<file path="src/rtl/text_overlay_ctrl.sv">
// Text overlay controller: 32x4 character buffer, command port and scanline read path.
// Optional cursor blink: define TEXT_OVL_CURSOR_BLINK_EN.
module text_overlay_ctrl #(
    parameter logic [8:0] ORIGIN_Y = 9'd8
) (
    input  logic       clk,
    input  logic       rst,
    input  logic       wr_valid,
    output logic       wr_ready,
    input  logic [1:0] wr_cmd,
    input  logic [6:0] wr_data,
    input  logic       pix_en,
    input  logic [8:0] hpos,
    input  logic [8:0] vpos,
    output logic [5:0] gen_char,
    output logic [2:0] gen_row,
    input  logic [7:0] gen_pixels,
    output logic       ovl_pixel,
    output logic       ovl_valid
);

    typedef enum logic {IDLE, CLEAR} state_t;

    localparam logic [5:0] SPACE = 6'd38;

    state_t     state;
    logic [6:0] clr_idx;
    logic [4:0] cur_col;
    logic [1:0] cur_row;
    logic [5:0] buffer [128];

    logic       fire;
    logic [5:0] put_val;

    assign fire    = wr_valid & wr_ready;
    assign put_val = (wr_data[5:0] > SPACE) ? SPACE : wr_data[5:0];

    always_ff @(posedge clk or posedge rst) begin
        if (rst) begin
            state    <= CLEAR;
            clr_idx  <= 7'd0;
            cur_col  <= 5'd0;
            cur_row  <= 2'd0;
            wr_ready <= 1'b0;
        end else begin
            unique case (state)
                IDLE: begin
                    if (fire) begin
                        case (wr_cmd)
                            2'b00: {cur_row, cur_col} <= {cur_row, cur_col} + 7'd1;
                            2'b01: begin
                                cur_col <= wr_data[4:0];
                                cur_row <= wr_data[6:5];
                            end
                            2'b10: begin
                                state    <= CLEAR;
                                clr_idx  <= 7'd0;
                                cur_col  <= 5'd0;
                                cur_row  <= 2'd0;
                                wr_ready <= 1'b0;
                            end
                            default: ;
                        endcase
                    end
                end
                CLEAR: begin
                    clr_idx <= clr_idx + 7'd1;
                    if (clr_idx == 7'd127) begin
                        state    <= IDLE;
                        wr_ready <= 1'b1;
                    end
                end
            endcase
        end
    end

    // Contents need no reset: reset always starts a full clear sweep.
    always_ff @(posedge clk) begin
        if (state == CLEAR)
            buffer[clr_idx] <= SPACE;
        else if (fire && wr_cmd == 2'b00)
            buffer[{cur_row, cur_col}] <= put_val;
    end

    logic       win;
    logic [4:0] dy;
    logic       lit;
    logic       inv;

    assign dy  = vpos[4:0] - ORIGIN_Y[4:0];
    assign win = !hpos[8] && (vpos >= ORIGIN_Y) &&
                 ({1'b0, vpos} < ({1'b0, ORIGIN_Y} + 10'd32));

    assign gen_char = win ? buffer[{dy[4:3], hpos[7:3]}] : 6'd0;
    assign gen_row  = win ? dy[2:0] : 3'd0;
    assign lit      = gen_pixels[~hpos[2:0]] & win;

`ifdef TEXT_OVL_CURSOR_BLINK_EN
    logic [4:0] frame_cnt;

    always_ff @(posedge clk or posedge rst) begin
        if (rst)
            frame_cnt <= 5'd0;
        else if (pix_en && hpos == 9'd0 && vpos == 9'd0)
            frame_cnt <= frame_cnt + 5'd1;
    end

    assign inv = win && frame_cnt[4] &&
                 (hpos[7:3] == cur_col) && (dy[4:3] == cur_row);
`else
    assign inv = 1'b0;
`endif

    always_ff @(posedge clk or posedge rst) begin
        if (rst) begin
            ovl_pixel <= 1'b0;
            ovl_valid <= 1'b0;
        end else if (pix_en) begin
            ovl_pixel <= lit ^ inv;
            ovl_valid <= win;
        end
    end

endmodule

</file>
<file path="config.mk">
export PLATFORM = sky130hd
export DESIGN_NAME = text_overlay_ctrl
export DESIGN_NICKNAME = d
export VERILOG_FILES = /design/src/rtl/text_overlay_ctrl.sv
export SDC_FILE = /design/constraint.sdc
export NUM_CORES = 1
export LEC_CHECK = 0
export BUFFER_PORTS_ARGS = -buffer_cell sky130_fd_sc_hd__buf_2
export CAP_MARGIN = 20
export CELL_PAD_IN_SITES_DETAIL_PLACEMENT = 1
export CELL_PAD_IN_SITES_GLOBAL_PLACEMENT = 2
export CORE_MARGIN = 3
export CORE_UTILIZATION = 43
export DETAILED_ROUTE_END_ITERATION = 16
export GPL_ROUTABILITY_DRIVEN = 0
export PLACE_DENSITY_LB_ADDON = 0.1
export SYNTH_ARGS = -nofsm -noshare
export SYNTH_HDL_FRONTEND = slang
export SYNTH_SLANG_ARGS = --single-unit
</file>
<file path="constraint.sdc">
create_clock -name clk -period 7 [get_ports clk]
set_clock_uncertainty 0.1 [all_clocks]
set_input_delay 0.35 -clock clk [delete_from_list [all_inputs] [get_ports clk]]
set_output_delay 0.35 -clock clk [all_outputs]
set_load 0.005 [all_outputs]
</file>
==> metrics.csv <==
metric,value,unit
Via Count,16100,
DR iter-0 viols,1435,
Synth Instances,1660,
"top cells by area, synth","edfxtp_1, mux4_2, mux2i_1",
Buffers & Inverters on Critical Path,3,
Tcrit/Tclk final,62.4,%
Post-Syn Nets,1706,
Achievable Freq,229,MHz
Highest Signal Layer,met4,
Ports,51,
post-synth cell types,55,
Final Util,49.0,%
Final HPWL DP,51500,um
asr flop ratio synth,2.29,%
Critical Path Max Stage Delay,0.82,ns
max-cap violation count,0,
ratio of cells with drive above 1 in the final layout,20.7,%
M1 wire length,36400,um
drt pass-1 iters,5,
Root Driver,clkbuf_16,
FF+latch area,23500,um^2
final-stage net count,1791,
Post-synth EDFFs,768,
Synth warnings,0,
Fillers,6593,
Die H,277,um
"Seq/Total Area, Yosys",74.4,%
Die ar.,76800,um^2
area occupied by multi-input gates,7470,um^2
GRT Util Overall,21.3,%
WL met3,3950,um
commonest cells in the netlist,"edfxtp_1, mux4_2, nor2_1, mux2i_1, nand2_1",
cts bufs inserted,84,
Worst EP arrival,3.92,ns
Most used DFF post-synth,edfxtp_1,
Final setup viols,0,
pre-CTS setup slack,2.32,ns
crit path max fanout,86,
Critical Path End Type,output port,
met2 routed WL,39900,um
RSZ-0062 raised after global routing,false,
antenna violations before repair,0,
grt total ovfl,0,
Mapped Area,31600,um^2
I/O Buffers,50,
Critical Path Start Type,primary input,
worst slew pin tran,1.11,ns
top-count cell post-synth,edfxtp_1,
Synth Register Bits,786,
setup bufs post-CTS,0,
CTS tree,built,
PwrDens,267,nW/um^2
largest net degree at the start of global routing,95,
DR WL/cell,29.6,um
Crit Path Class,primary input to output port,
Vias/cell,5.84,
final hold viol count,0,
n_diodes,0,
Synth top area share,72.9,%
"Req. time, crit path",6.55,ns
Core Rows,98,
final setup TNS,0,ns
starting density of the core,43.8,%
maximum clock path buffer count,3,
drt total wl,81700,um
DIE WIDTH,277,um
minimum clock period,4.37,ns
Worst-path clk slew,0.06,ns
CTS H-tree lvls,3,
area delta synth->final,11.8,%
worst hold path type,primary input to register,
final worst slack,2.63,ns
outcome,"finished, final reports clean",
max_slew headroom,25.6,%
post-route ant nets,0,
Crit-path slowest cell,buf_4,
static leakage,11.4,nW
"delay-heaviest family, CP",buffers and inverters,
crit path cell chain,buf_8 -> buf_4 -> mux2i_1 -> a22oi_1 -> a31oi_1 -> a32oi_1 -> nand4_1 -> nor4_1 -> buf_2,
leading area contributor after synthesis,edfxtp_1,
Syn Area/Cell,19.0,um^2
Worst-Skew Late Latency,0.61,ns
CTS sink count,786,
Peak VDD IR,0.000192,V
core area,72100,um^2
first-pass GRT wire length,120000,um
Residual DRC,0,
Slew Limit Fails,0,
vias in the first global route,16900,
-- stage by stage --
step	std cells	hold WS, ns	total power [mW]	instance area, um^2
floorplan	1660	0.188	5.36	31600
global placement	2596	0.420	5.41	32700
detailed placement	2599	0.426	5.41	32700
CTS	2757	0.0201	9.51	35300
global route	2759	0.0625	9.71	35300
finish	2759	0.0599	9.42	35300
-- report_power, final --
part / internal, mW / switching [mW] / total, mW / leakage [nW]
logic: 0.0851 / 0.141 / 0.226 / 2.72
clock network: 2.31 / 1.80 / 4.11 / 1.23
registers: 5.09 / 0.000141 / 5.09 / 7.42
total: 7.48 / 1.94 / 9.42 / 11.4
-- final cells by class --
type | instances | area share, %
clock buffer | 107 | 6.37
clock inverter | 43 | 0.733
inverter | 14 | 0.149
multi-input combinational | 771 | 21.1
sequential | 786 | 66.5
tap | 950 | 3.36
timing repair buffer | 88 | 1.71
-- cell usage in the layout, fill, tap and decap left out, types with 6 or more instances in the layout --
cell	netlist	final
dlygate4sd3_1	0	8
clkinv_1	0	20
nor3_1	7	7
nor2_1	151	149
mux2i_1	102	102
mux4_2	152	152
edfxtp_1	768	768
buf_2	12	49
dfrtp_1	17	17
o22ai_1	20	20
nand2b_1	12	10
mux2_2	18	18
a31oi_1	6	6
and2_1	8	7
clkinv_2	0	14
nor2b_1	8	8
a32oi_1	6	6
clkbuf_16	0	87
nand3_1	34	31
nand3b_1	7	7
ha_1	7	7
o21ai_0	41	41
buf_4	22	22
a21oi_1	34	34
nand2_1	56	56
a22oi_1	26	26
inv_1	13	13
a221oi_1	11	11
clkbuf_1	31	20
a211oi_1	7	7
-- cells by family after synthesis --
kind of cell / count (synthesis) / synth area share, %
XOR/XNOR: 1 / 0.0277
AO/OA/AOI/OAI: 176 / 3.67
adder cells (fa/ha/maj): 7 / 0.277
flip-flops: 786 / 74.4
multiplexers: 276 / 15.0
AND/OR/NAND/NOR: 311 / 4.46
buffers and inverters: 103 / 2.15
-- sequential cells by signal (all words and copies together), names as in the netlist --
signal and count:
buffer 768, clr_idx 7, cur_col 5, cur_row 2, ovl_pixel 1, ovl_valid 1
state 1, wr_ready 1
-- final timing paths --
path                                 from             to  slack [ns]  cells past startpoint
worst max-delay path              hpos[4]    gen_char[4]        2.63                      9
worst min-delay path            wr_cmd[1]     clr_idx[6]        0.06                      3
worst max register to register      state  buffer[36][0]        2.93                      4
worst min register to register  ovl_valid      ovl_valid        0.47                      2
max in group asynchronous             rst       wr_ready        6.02                      3
min in group asynchronous             rst      ovl_valid        0.31                      3
-- metal layers --
| metal | track usage (%) | vias to the layer above |
|---|---|---|
| met2 | 34.8 | 411 |
| li1 | - | 6928 |
| met4 | 4.54 | 0 |
| met5 | 0 | - |
| met1 | 30.7 | 8684 |
| met3 | 3.20 | 95 |
-- worst register-to-register path: stages (launching register included) --
cell and delay, ns:
dfstp_2 0.42, nand4b_2 0.68, o31ai_1 1.12, nand2_1 0.67
nor2_1 0.73
-- repair_timing --
action / CTS / global route
endpoints found under the hold margin: 24 / 0
resized for setup: 0 / 0
hold buffers: 8 / 0
setup endpoints to repair: 0 / 0
Note: power is estimated with default switching activity, not from simulation.
